## src/rtl/mnist_frame_sequencer_if.sv

```systemverilog
// Signal bundle between the frame sequencer and its surroundings: the pixel
// source (valid/ready beats), the classifier (start/done) and the result
// consumer (valid/ack), plus status outputs.
interface mnist_frame_sequencer_if #(
    parameter int ROWS  = 14,
    parameter int COLS  = 14,
    parameter int BUS_W = 7
);
    logic                   start;
    logic                   abort;
    logic                   in_valid;
    logic [BUS_W-1:0]       data_in;
    logic                   in_ready;
    logic [ROWS*COLS-1:0]   image_data;
    logic                   image_valid;
    logic                   nn_start;
    logic                   nn_done;
    logic [3:0]             nn_class;
    logic [3:0]             class_out;
    logic                   class_valid;
    logic                   class_ack;
    logic                   error;
    logic                   busy;

    // Environment side: pixel source, classifier and result consumer.
    modport master (
        output start, abort, in_valid, data_in, nn_done, nn_class, class_ack,
        input  in_ready, image_data, image_valid, nn_start, class_out,
               class_valid, error, busy
    );

    // Sequencer side.
    modport slave (
        input  start, abort, in_valid, data_in, nn_done, nn_class, class_ack,
        output in_ready, image_data, image_valid, nn_start, class_out,
               class_valid, error, busy
    );
endinterface

```

## src/rtl/mnist_frame_sequencer.sv

```systemverilog
// Frame sequencer for a 14x14 binary MNIST classifier: loads one frame as
// BUS_W-pixel beats (first beat in the MSBs), pulses the classifier start,
// waits for its result under a timeout watchdog and holds the result until
// the consumer acknowledges it. abort cancels any frame in progress.
module mnist_frame_sequencer #(
    parameter int ROWS    = 14,
    parameter int COLS    = 14,
    parameter int BUS_W   = 7,
    parameter int TIMEOUT = 1024
) (
    input  logic                    clk,
    input  logic                    reset_n,
    mnist_frame_sequencer_if.slave  bus
);
    localparam int N      = ROWS * COLS;
    localparam int BEATS  = N / BUS_W;
    localparam int BEAT_W = (BEATS > 1) ? $clog2(BEATS) : 1;
    localparam int TMO_W  = $clog2(TIMEOUT + 1);

    typedef enum logic [2:0] {
        S_IDLE,
        S_LOAD,
        S_START,
        S_WAIT,
        S_DONE
    } state_t;

    state_t              state_q;
    logic [BEAT_W-1:0]   beat_q;
    logic [TMO_W-1:0]    tmo_q;
    logic [N-1:0]        image_data_q;
    logic                in_ready_q;
    logic                image_valid_q;
    logic                nn_start_q;
    logic [3:0]          class_out_q;
    logic                class_valid_q;
    logic                error_q;

    logic beat_accept;
    logic last_beat;

    assign beat_accept = (state_q == S_LOAD) && in_ready_q && bus.in_valid;
    assign last_beat   = (beat_q == BEAT_W'(BEATS - 1));

    // Sequencer FSM with registered handshake outputs; abort overrides every
    // other event in a non-idle state, but leaves error and class_out alone.
    always_ff @(posedge clk or negedge reset_n) begin
        if (!reset_n) begin
            state_q       <= S_IDLE;
            beat_q        <= '0;
            tmo_q         <= '0;
            image_data_q  <= '0;
            in_ready_q    <= 1'b0;
            image_valid_q <= 1'b0;
            nn_start_q    <= 1'b0;
            class_out_q   <= 4'h0;
            class_valid_q <= 1'b0;
            error_q       <= 1'b0;
        end else if (bus.abort && (state_q != S_IDLE)) begin
            state_q       <= S_IDLE;
            beat_q        <= '0;
            tmo_q         <= '0;
            in_ready_q    <= 1'b0;
            image_valid_q <= 1'b0;
            nn_start_q    <= 1'b0;
            class_valid_q <= 1'b0;
        end else begin
            nn_start_q <= 1'b0;
            case (state_q)
                S_IDLE: begin
                    if (bus.start) begin
                        state_q       <= S_LOAD;
                        in_ready_q    <= 1'b1;
                        beat_q        <= '0;
                        image_valid_q <= 1'b0;
                        error_q       <= 1'b0;
                    end
                end
                S_LOAD: begin
                    if (beat_accept) begin
                        for (int b = 0; b < BEATS; b++) begin
                            if (beat_q == BEAT_W'(b)) begin
                                image_data_q[N-1-BUS_W*b -: BUS_W] <= bus.data_in;
                            end
                        end
                        if (last_beat) begin
                            state_q       <= S_START;
                            in_ready_q    <= 1'b0;
                            image_valid_q <= 1'b1;
                            nn_start_q    <= 1'b1;
                            beat_q        <= '0;
                        end else begin
                            beat_q <= beat_q + 1'b1;
                        end
                    end
                end
                S_START: begin
                    state_q <= S_WAIT;
                    tmo_q   <= '0;
                end
                S_WAIT: begin
                    if (bus.nn_done) begin
                        class_out_q   <= bus.nn_class;
                        class_valid_q <= 1'b1;
                        state_q       <= S_DONE;
                    end else if (tmo_q == TMO_W'(TIMEOUT - 1)) begin
                        class_out_q   <= 4'hF;
                        error_q       <= 1'b1;
                        class_valid_q <= 1'b1;
                        state_q       <= S_DONE;
                    end else begin
                        tmo_q <= tmo_q + 1'b1;
                    end
                end
                S_DONE: begin
                    if (bus.class_ack) begin
                        class_valid_q <= 1'b0;
                        if (bus.start) begin
                            state_q       <= S_LOAD;
                            in_ready_q    <= 1'b1;
                            beat_q        <= '0;
                            image_valid_q <= 1'b0;
                            error_q       <= 1'b0;
                        end else begin
                            state_q <= S_IDLE;
                        end
                    end
                end
                default: begin
                    state_q <= S_IDLE;
                end
            endcase
        end
    end

    assign bus.in_ready    = in_ready_q;
    assign bus.image_data  = image_data_q;
    assign bus.image_valid = image_valid_q;
    assign bus.nn_start    = nn_start_q;
    assign bus.class_out   = class_out_q;
    assign bus.class_valid = class_valid_q;
    assign bus.error       = error_q;
    assign bus.busy        = (state_q != S_IDLE);
endmodule

```

## src/flat_wrapper.sv

```systemverilog
// flat-port wrapper written by rule: the top's interface ports become plain ports
module mnist_frame_sequencer_flat 
#(
    parameter int ROWS    = 14,
    parameter int COLS    = 14,
    parameter int BUS_W   = 7,
    parameter int TIMEOUT = 1024
)
  (clk, reset_n, bus_start, bus_abort, bus_in_valid, bus_data_in, bus_nn_done, bus_nn_class, bus_class_ack, bus_in_ready, bus_image_data, bus_image_valid, bus_nn_start, bus_class_out, bus_class_valid, bus_error, bus_busy);
  mnist_frame_sequencer_if #(.ROWS(ROWS), .COLS(COLS), .BUS_W(BUS_W)) bus_i ();
  input  logic clk;
  input  logic reset_n;
  input wire logic [$bits(bus_i.start)-1:0] bus_start;
  input wire logic [$bits(bus_i.abort)-1:0] bus_abort;
  input wire logic [$bits(bus_i.in_valid)-1:0] bus_in_valid;
  input wire logic [$bits(bus_i.data_in)-1:0] bus_data_in;
  input wire logic [$bits(bus_i.nn_done)-1:0] bus_nn_done;
  input wire logic [$bits(bus_i.nn_class)-1:0] bus_nn_class;
  input wire logic [$bits(bus_i.class_ack)-1:0] bus_class_ack;
  output wire logic [$bits(bus_i.in_ready)-1:0] bus_in_ready;
  output wire logic [$bits(bus_i.image_data)-1:0] bus_image_data;
  output wire logic [$bits(bus_i.image_valid)-1:0] bus_image_valid;
  output wire logic [$bits(bus_i.nn_start)-1:0] bus_nn_start;
  output wire logic [$bits(bus_i.class_out)-1:0] bus_class_out;
  output wire logic [$bits(bus_i.class_valid)-1:0] bus_class_valid;
  output wire logic [$bits(bus_i.error)-1:0] bus_error;
  output wire logic [$bits(bus_i.busy)-1:0] bus_busy;
  assign bus_i.start = bus_start;
  assign bus_i.abort = bus_abort;
  assign bus_i.in_valid = bus_in_valid;
  assign bus_i.data_in = bus_data_in;
  assign bus_i.nn_done = bus_nn_done;
  assign bus_i.nn_class = bus_nn_class;
  assign bus_i.class_ack = bus_class_ack;
  assign bus_in_ready = bus_i.in_ready;
  assign bus_image_data = bus_i.image_data;
  assign bus_image_valid = bus_i.image_valid;
  assign bus_nn_start = bus_i.nn_start;
  assign bus_class_out = bus_i.class_out;
  assign bus_class_valid = bus_i.class_valid;
  assign bus_error = bus_i.error;
  assign bus_busy = bus_i.busy;
  mnist_frame_sequencer #(.ROWS(ROWS), .COLS(COLS), .BUS_W(BUS_W), .TIMEOUT(TIMEOUT)) u_core (.clk(clk), .reset_n(reset_n), .bus(bus_i));
endmodule
```

## config.mk

```make
export PLATFORM = sky130hd
export DESIGN_NAME = mnist_frame_sequencer_flat
export DESIGN_NICKNAME = d
export VERILOG_FILES = /design/src/rtl/mnist_frame_sequencer_if.sv /design/src/rtl/mnist_frame_sequencer.sv /design/src/flat_wrapper.sv
export SDC_FILE = /design/constraint.sdc
export NUM_CORES = 1
export LEC_CHECK = 0
export CORE_AREA = 2 2 141 143
export CTS_CLUSTER_SIZE = 25
export DETAILED_ROUTE_END_ITERATION = 10
export DIE_AREA = 0 0 143 145
export PLACE_DENSITY = 0.77
export SKIP_CTS_REPAIR_TIMING = 1
export SLEW_MARGIN = 25
export SYNTH_ARGS = -nofsm -noshare
export SYNTH_HDL_FRONTEND = slang
export SYNTH_SLANG_ARGS = --single-unit
```

## constraint.sdc

```tcl
create_clock -name clk -period 2.2 [get_ports clk]
set_input_delay 0.66 -clock clk [delete_from_list [all_inputs] [get_ports clk]]
set_output_delay 0.66 -clock clk [all_outputs]
set_load 0.005 [all_outputs]
```

### Word-level counts from Yosys, hierarchy flattened

Index checks and enable logic that the tools add are counted.

| operators by class | value |
|---|---|
| bitwise logic cells | 1 |
| eq/ne operators | 42 |
| reduce and logical (&&, ||, !) cells | 46 |
| mux-type cells | 46 |
| add/sub/neg operators | 2 |

Operators with widths:

| kind | count |
|---|---|
| AND reduction 4 bit | 29 |
| == test 5 bit, second input constant | 12 |
| == test 5 x 4 -> 1 bit, second input constant | 8 |
| two-way mux 11 bit | 3 |
| two-way mux 5 bit | 5 |
| two-way mux 1 bit | 22 |
| one-hot mux 11 bit (2 select lines) | 1 |
| two-way mux 3 bit | 7 |
| == test 5 x 3 -> 1 bit, second input constant | 4 |
| inequality test 3 x 2 -> 1 bit, second input constant | 6 |
| one-hot mux 3 bit (5 select lines) | 1 |
| one-hot mux 5 bit (3 select lines) | 1 |
| AND reduction 3 bit | 4 |
| nonzero test 3 bit | 4 |
| adder 11 x 1 -> 11 bit, second input constant | 1 |
| == test 11 x 10 -> 1 bit, second input constant | 1 |
| == test 5 x 2 -> 1 bit, second input constant | 2 |
| AND reduction 5 bit | 2 |
| one-hot mux 1 bit (3 select lines) | 3 |
| two-way mux 4 bit | 2 |
| == test 3 x 2 -> 1 bit, second input constant | 2 |
| adder 5 x 1 -> 5 bit, second input constant | 1 |
| == test 5 x 1 -> 1 bit, second input constant | 1 |
| zero test 5 bit | 1 |
| other kinds (11) | 14 |

| storage, ports and cells | value |
|---|---|
| bits in registers | 224 |
| logic and storage cells | 174 |

### Logic depth before layout (Yosys ltp)

Gate-level depths: netlist (run 1).

| depth | value |
|---|---|
| depth in word-level cells | 6 |
| gate-level depth with buffers | 7 |
| depth with buffers taken out | 6 |

### Worst setup path after synthesis (run 1)

OpenSTA, ideal clock, no wires.

| timing | value |
|---|---|
| path type | input to register |
| start point | in bus_abort |
| end point | reg u_core.image_data_q[84] (netlist: u_core.bus.image_data[84]) |
| slack | 0.097 ns |
| cell stages on the path | 4 |
| arrival | 1.979 ns |
| required time | 2.075 ns |
| path buffers | 1 |
| library setup time | 0.125 ns |
| cell sequence | clkbuf_1 -> or4b_4 -> nor2_2 -> mux2_2 |

| on the way | value |
|---|---|
| cells in the longest elaborated chain, start to end | 3 |

RTL lines:

| what | line | source |
|---|---|---|
| from (decl) | flat_wrapper.sv:14 | `input wire logic [$bits(bus_i.abort)-1:0] bus_abort;` |
| logical AND 1 bit | mnist_frame_sequencer.sv:59 | `end else if (bus.abort && (state_q != S_IDLE)) begin` |
| inverter 1 bit (no source line) | n/a |  |
| AND reduction 4 bit (no source line) | n/a |  |
| to (signal, indexed assignment) | mnist_frame_sequencer.sv:83 | `image_data_q[N-1-BUS_W*b -: BUS_W] <= bus.data_in;` |
| to (decl) | mnist_frame_sequencer.sv:31 | `logic [N-1:0] image_data_q;` |

Every way passes these cells.
A chain may end at the register's enable or synchronous reset.

### Worst setup path in the final report (run 1)

| timing | value |
|---|---|
| start point | reg u_core.state_q[2] |
| end point | out bus_busy |

| on the way | value |
|---|---|
| cells in the longest elaborated chain, start to end | 1 |

RTL lines:

| what | line | source |
|---|---|---|
| from (decl) | mnist_frame_sequencer.sv:28 | `state_t state_q;` |
| from (signal assigned) | mnist_frame_sequencer.sv:49 | `state_q <= S_IDLE;` |
| from (signal assigned) | mnist_frame_sequencer.sv:60 | `state_q <= S_IDLE;` |
| from (signal assigned) | mnist_frame_sequencer.sv:72 | `state_q <= S_LOAD;` |
| nonzero test 3 bit | mnist_frame_sequencer.sv:143 | `assign bus.busy = (state_q != S_IDLE);` |
| to (decl) | flat_wrapper.sv:27 | `output wire logic [$bits(bus_i.busy)-1:0] bus_busy;` |

Every way passes these cells.

==> impl_metrics.toml, run 1 <==
[cells_and_area]
antennaDiodeCount = 0
nets = 953
syn_to_final_growth_pct = 42.49
final_util_pct = 69.88
drive_gt1_share_pct = 37.70
postLayoutCellArea_sq_um = 13420
regArea_sq_um = 5607
multi_input_area_sq_um = 3650
final_cell_count_no_fill = 1212
fillers = 1298

[placed_design]
place_ws_ps = -457.5
numPortBuffers = 223
placed_cells = 1167
dp_hpwl_mm = 17.28
globalplace.congestion = 0.8760
post_dp_cell_area_sq_um = 12520

[yosys]
synthXorXnorAreaFrac_pct = 0
syn-mean-instance-area_sq_um = 14.72
ys_warn_count = 0
synth_top_family_by_area = "multiplexers"
synthAdderAreaFrac_pct = 0.7970
yosys.area_share.simple_pct = 8.781
ys_seq_elements = 224
async_reset_ff_share_pct = 100.0
syn_inst = 640
synth.distinct_cells = 59
synth_fp_nets = 664
synth_edf_count = 0
synth_compound_area_share_pct = 4.530
synth-seq-area-share_pct = 59.51
synthFlopType = "dfrtp_1"
synth.area.mux_share_pct = 24.31
syn_area_sq_um = 9419

[clock_tree]
path_clk_slew_ps = 60
cts_tree = "built"
cts.htree.levels = 1
cts_made_buffers = 24
cts_sinks = 224
cts-root-buf = "clkbuf_16"
clk_latency_ps = 510
clock_path_buffers = 3

[setup_path]
crit_end = "bus_busy"
critPathMaxFanout = 8
start_kind = "flip-flop"
worstRegToRegCells = 6
critPathKind = "reg -> out"
cp_data_required_time_ps = 1540
rrSetupSlack_ps = 170
worstPathArrival_ps = 1480
r2r_start = "u_core.state_q[2]$_DFFE_PN0P_"
critical_path.startpoint = "u_core.state_q[2]$_DFFE_PN0P_"
worst_r2r_endpoint = "u_core.bus.image_data[15]$_DFFE_PN0P_"
endpoint_kind = "output pin"

[timing]
hold_violations = 0
finalSetupViolations = 0
min_period_over_period_pct = 97.15
fin_ws_ps = 62.77
clock_skew_ps = 9.624
slew_violations = 0
fin_crit_ps = 2137
rsz0062_at_grt = "yes"
clock.fmax_mhz = 467.9
tightest_slew_ps = 523.0
relSlewSlack_pct = 65.13

[global_route]
grt_overflow = 0
track_usage_pct = 24.87
grt_pass1_wl_mm = 40.65
antenna_found_initial = 1
grt_pass1_vias = 7178
grt_max_degree = 62

[floorplan]
start_util_pct = 49.04
num_rows = 51
io_pins = 224
die_w_um = 143
coreArea_sq_um = 19210
die_y_um = 145
die_area_sq_um = 20740

[status]
status = "finished, final reports clean"

[pwr]
leakage_nw = 6.311
cellPowerDensity_nw_per_um2 = 813.5
vdd_drop_max_uv = 661.0

[routing]
wl_per_cell_um = 20.74
via_count = 6418
ant_nets = 0
viasPerCell = 5.295
wl_mm = 25.13
drtIter0Drc = 278
firstDrtPassIters = 4
drc = 0

[job]
maxCapViolations = 0

[min_path]
hold_class = "in -> async"
[cell type report]
| cell class | instances | area share (%) |
|---|---|---|
| timing repair buffer | 298 | 21.80 |
| tap | 265 | 2.470 |
| inverter | 11 | 0.3076 |
| clock inverter | 11 | 1.342 |
| sequential | 224 | 41.77 |
| clock buffer | 33 | 5.109 |
| multi-input combinational | 370 | 27.19 |
[where the power goes]
group | internal [mW] | switching, mW
combinational | 1.04 | 0.968
clock | 2.76 | 1.58
sequential | 4.36 | 0.212
[logic make-up (layout without fill, tap and decap cells)]
family / Yosys count / in the layout
buffers and inverters: 46 / 353
AO/OA/AOI/OAI: 60 / 60
multiplexers: 199 / 199
AND/OR/NAND/NOR: 105 / 105
adder cells (fa/ha/maj): 6 / 6
flip-flops: 224 / 224
[metrics by stage]
step                hold slack, ps  power [mW]  TNS [ps]
finish                       127.2       10.92         0
global route                 149.7       11.40    -19.79
CTS                          138.4       10.96    -393.4
detailed placement           481.3       6.607    -79230
global placement             471.2       6.548    -71300
floorplan                    364.4       5.472         0
[synthesized netlist by cell type (2+ instances only)]
cell type | number | area (sq um)
nand4_4 | 6 | 127.6
a31o_2 | 3 | 26.28
o211ai_1 | 3 | 22.52
nand2_2 | 4 | 25.02
a21oi_1 | 11 | 55.05
ha_1 | 6 | 75.07
a21o_1 | 2 | 15.01
clkbuf_1 | 19 | 71.32
and3_1 | 4 | 25.02
nor2b_1 | 3 | 18.77
nor2_4 | 3 | 33.78
mux2_1 | 3 | 33.78
a31oi_1 | 7 | 43.79
o31ai_1 | 3 | 22.52
nand2b_1 | 7 | 43.79
nor2_8 | 4 | 80.08
nand3_1 | 10 | 50.05
nor3_1 | 5 | 25.02
buf_4 | 2 | 15.01
mux2_4 | 14 | 210.2
o21a_1 | 2 | 15.01
nand2_1 | 10 | 37.54
buf_2 | 6 | 30.03
mux2_2 | 179 | 2016
inv_1 | 11 | 41.29
nand3_4 | 3 | 52.55
o21bai_1 | 2 | 15.01
o21ai_0 | 10 | 50.05
nor3b_1 | 2 | 15.01
mux2i_1 | 3 | 30.03
buf_1 | 7 | 26.28
nor4_1 | 2 | 12.51
nand4b_1 | 2 | 17.52
and2_1 | 2 | 12.51
nor2_2 | 18 | 112.6
nor2_1 | 11 | 41.29
dfrtp_1 | 224 | 5605
o22a_1 | 6 | 52.55
[placed cells by master (no fill, tap or decap), drive strengths merged, types with 10 or more instances in the layout]
master,count
o21ai,10
buf,75
clkbuf,34
a21oi,11
dfrtp,224
clkdlybuf4s50,221
inv,11
nand2,14
mux2,196
nand3,13
nor2,36
[registers in the layout, indices dropped and copies added, names as in the netlist]
register / cells
u_core.bus.class_valid: 1
u_core.tmo_q: 11
u_core.state_q: 3
u_core.bus.nn_start: 1
u_core.beat_q: 5
u_core.bus.class_out: 4
u_core.bus.in_ready: 1
u_core.bus.image_data: 196
u_core.bus.error: 1
u_core.bus.image_valid: 1
[layer usage]
layer | wire [um] | vias to the layer above | track usage [%] | part of all wire [%]
met5 | 0 | - | 0 | 0
met4 | 750 | 0 | 8.218 | 3.0
met3 | 1489 | 54 | 5.215 | 5.9
met2 | 12830 | 214 | 42.37 | 51
met1 | 10060 | 3275 | 31.55 | 40
li1 | - | 2875 | - | -
[how the worst min path moves through the flow]
stage / from / end / slack [ps] / cells after the start
2_1_floorplan: reset_n / u_core.beat_q[0]$_DFFE_PN0P_ / 360 / 0
3_3_place_gp: u_core.bus.class_out[3]$_DFFE_PN0P_ / u_core.bus.class_out[3]$_DFFE_PN0P_ / 470 / 1
3_5_place_dp: u_core.bus.image_data[17]$_DFFE_PN0P_ / u_core.bus.image_data[17]$_DFFE_PN0P_ / 480 / 1
4_1_cts: reset_n / u_core.bus.image_data[62]$_DFFE_PN0P_ / 140 / 1
5_1_grt: reset_n / u_core.bus.image_data[62]$_DFFE_PN0P_ / 150 / 1
6_report: reset_n / u_core.bus.image_data[62]$_DFFE_PN0P_ / 130 / 1
[worst max-delay path, stage by stage, from the launching register on]
cell	delay, ps
dfrtp_1	370
buf_4	170
nor3_4	190
inv_1	80
dlymetal6s2s_1	160
(Power assumes the default switching activity.)
==> inputs of run 2 (changes only) <==
Settings changed: GPL_TIMING_DRIVEN set to 1.
==> results of run 2 <==
Same layout as run 1: the final DEF is identical, and so are final timing and power.
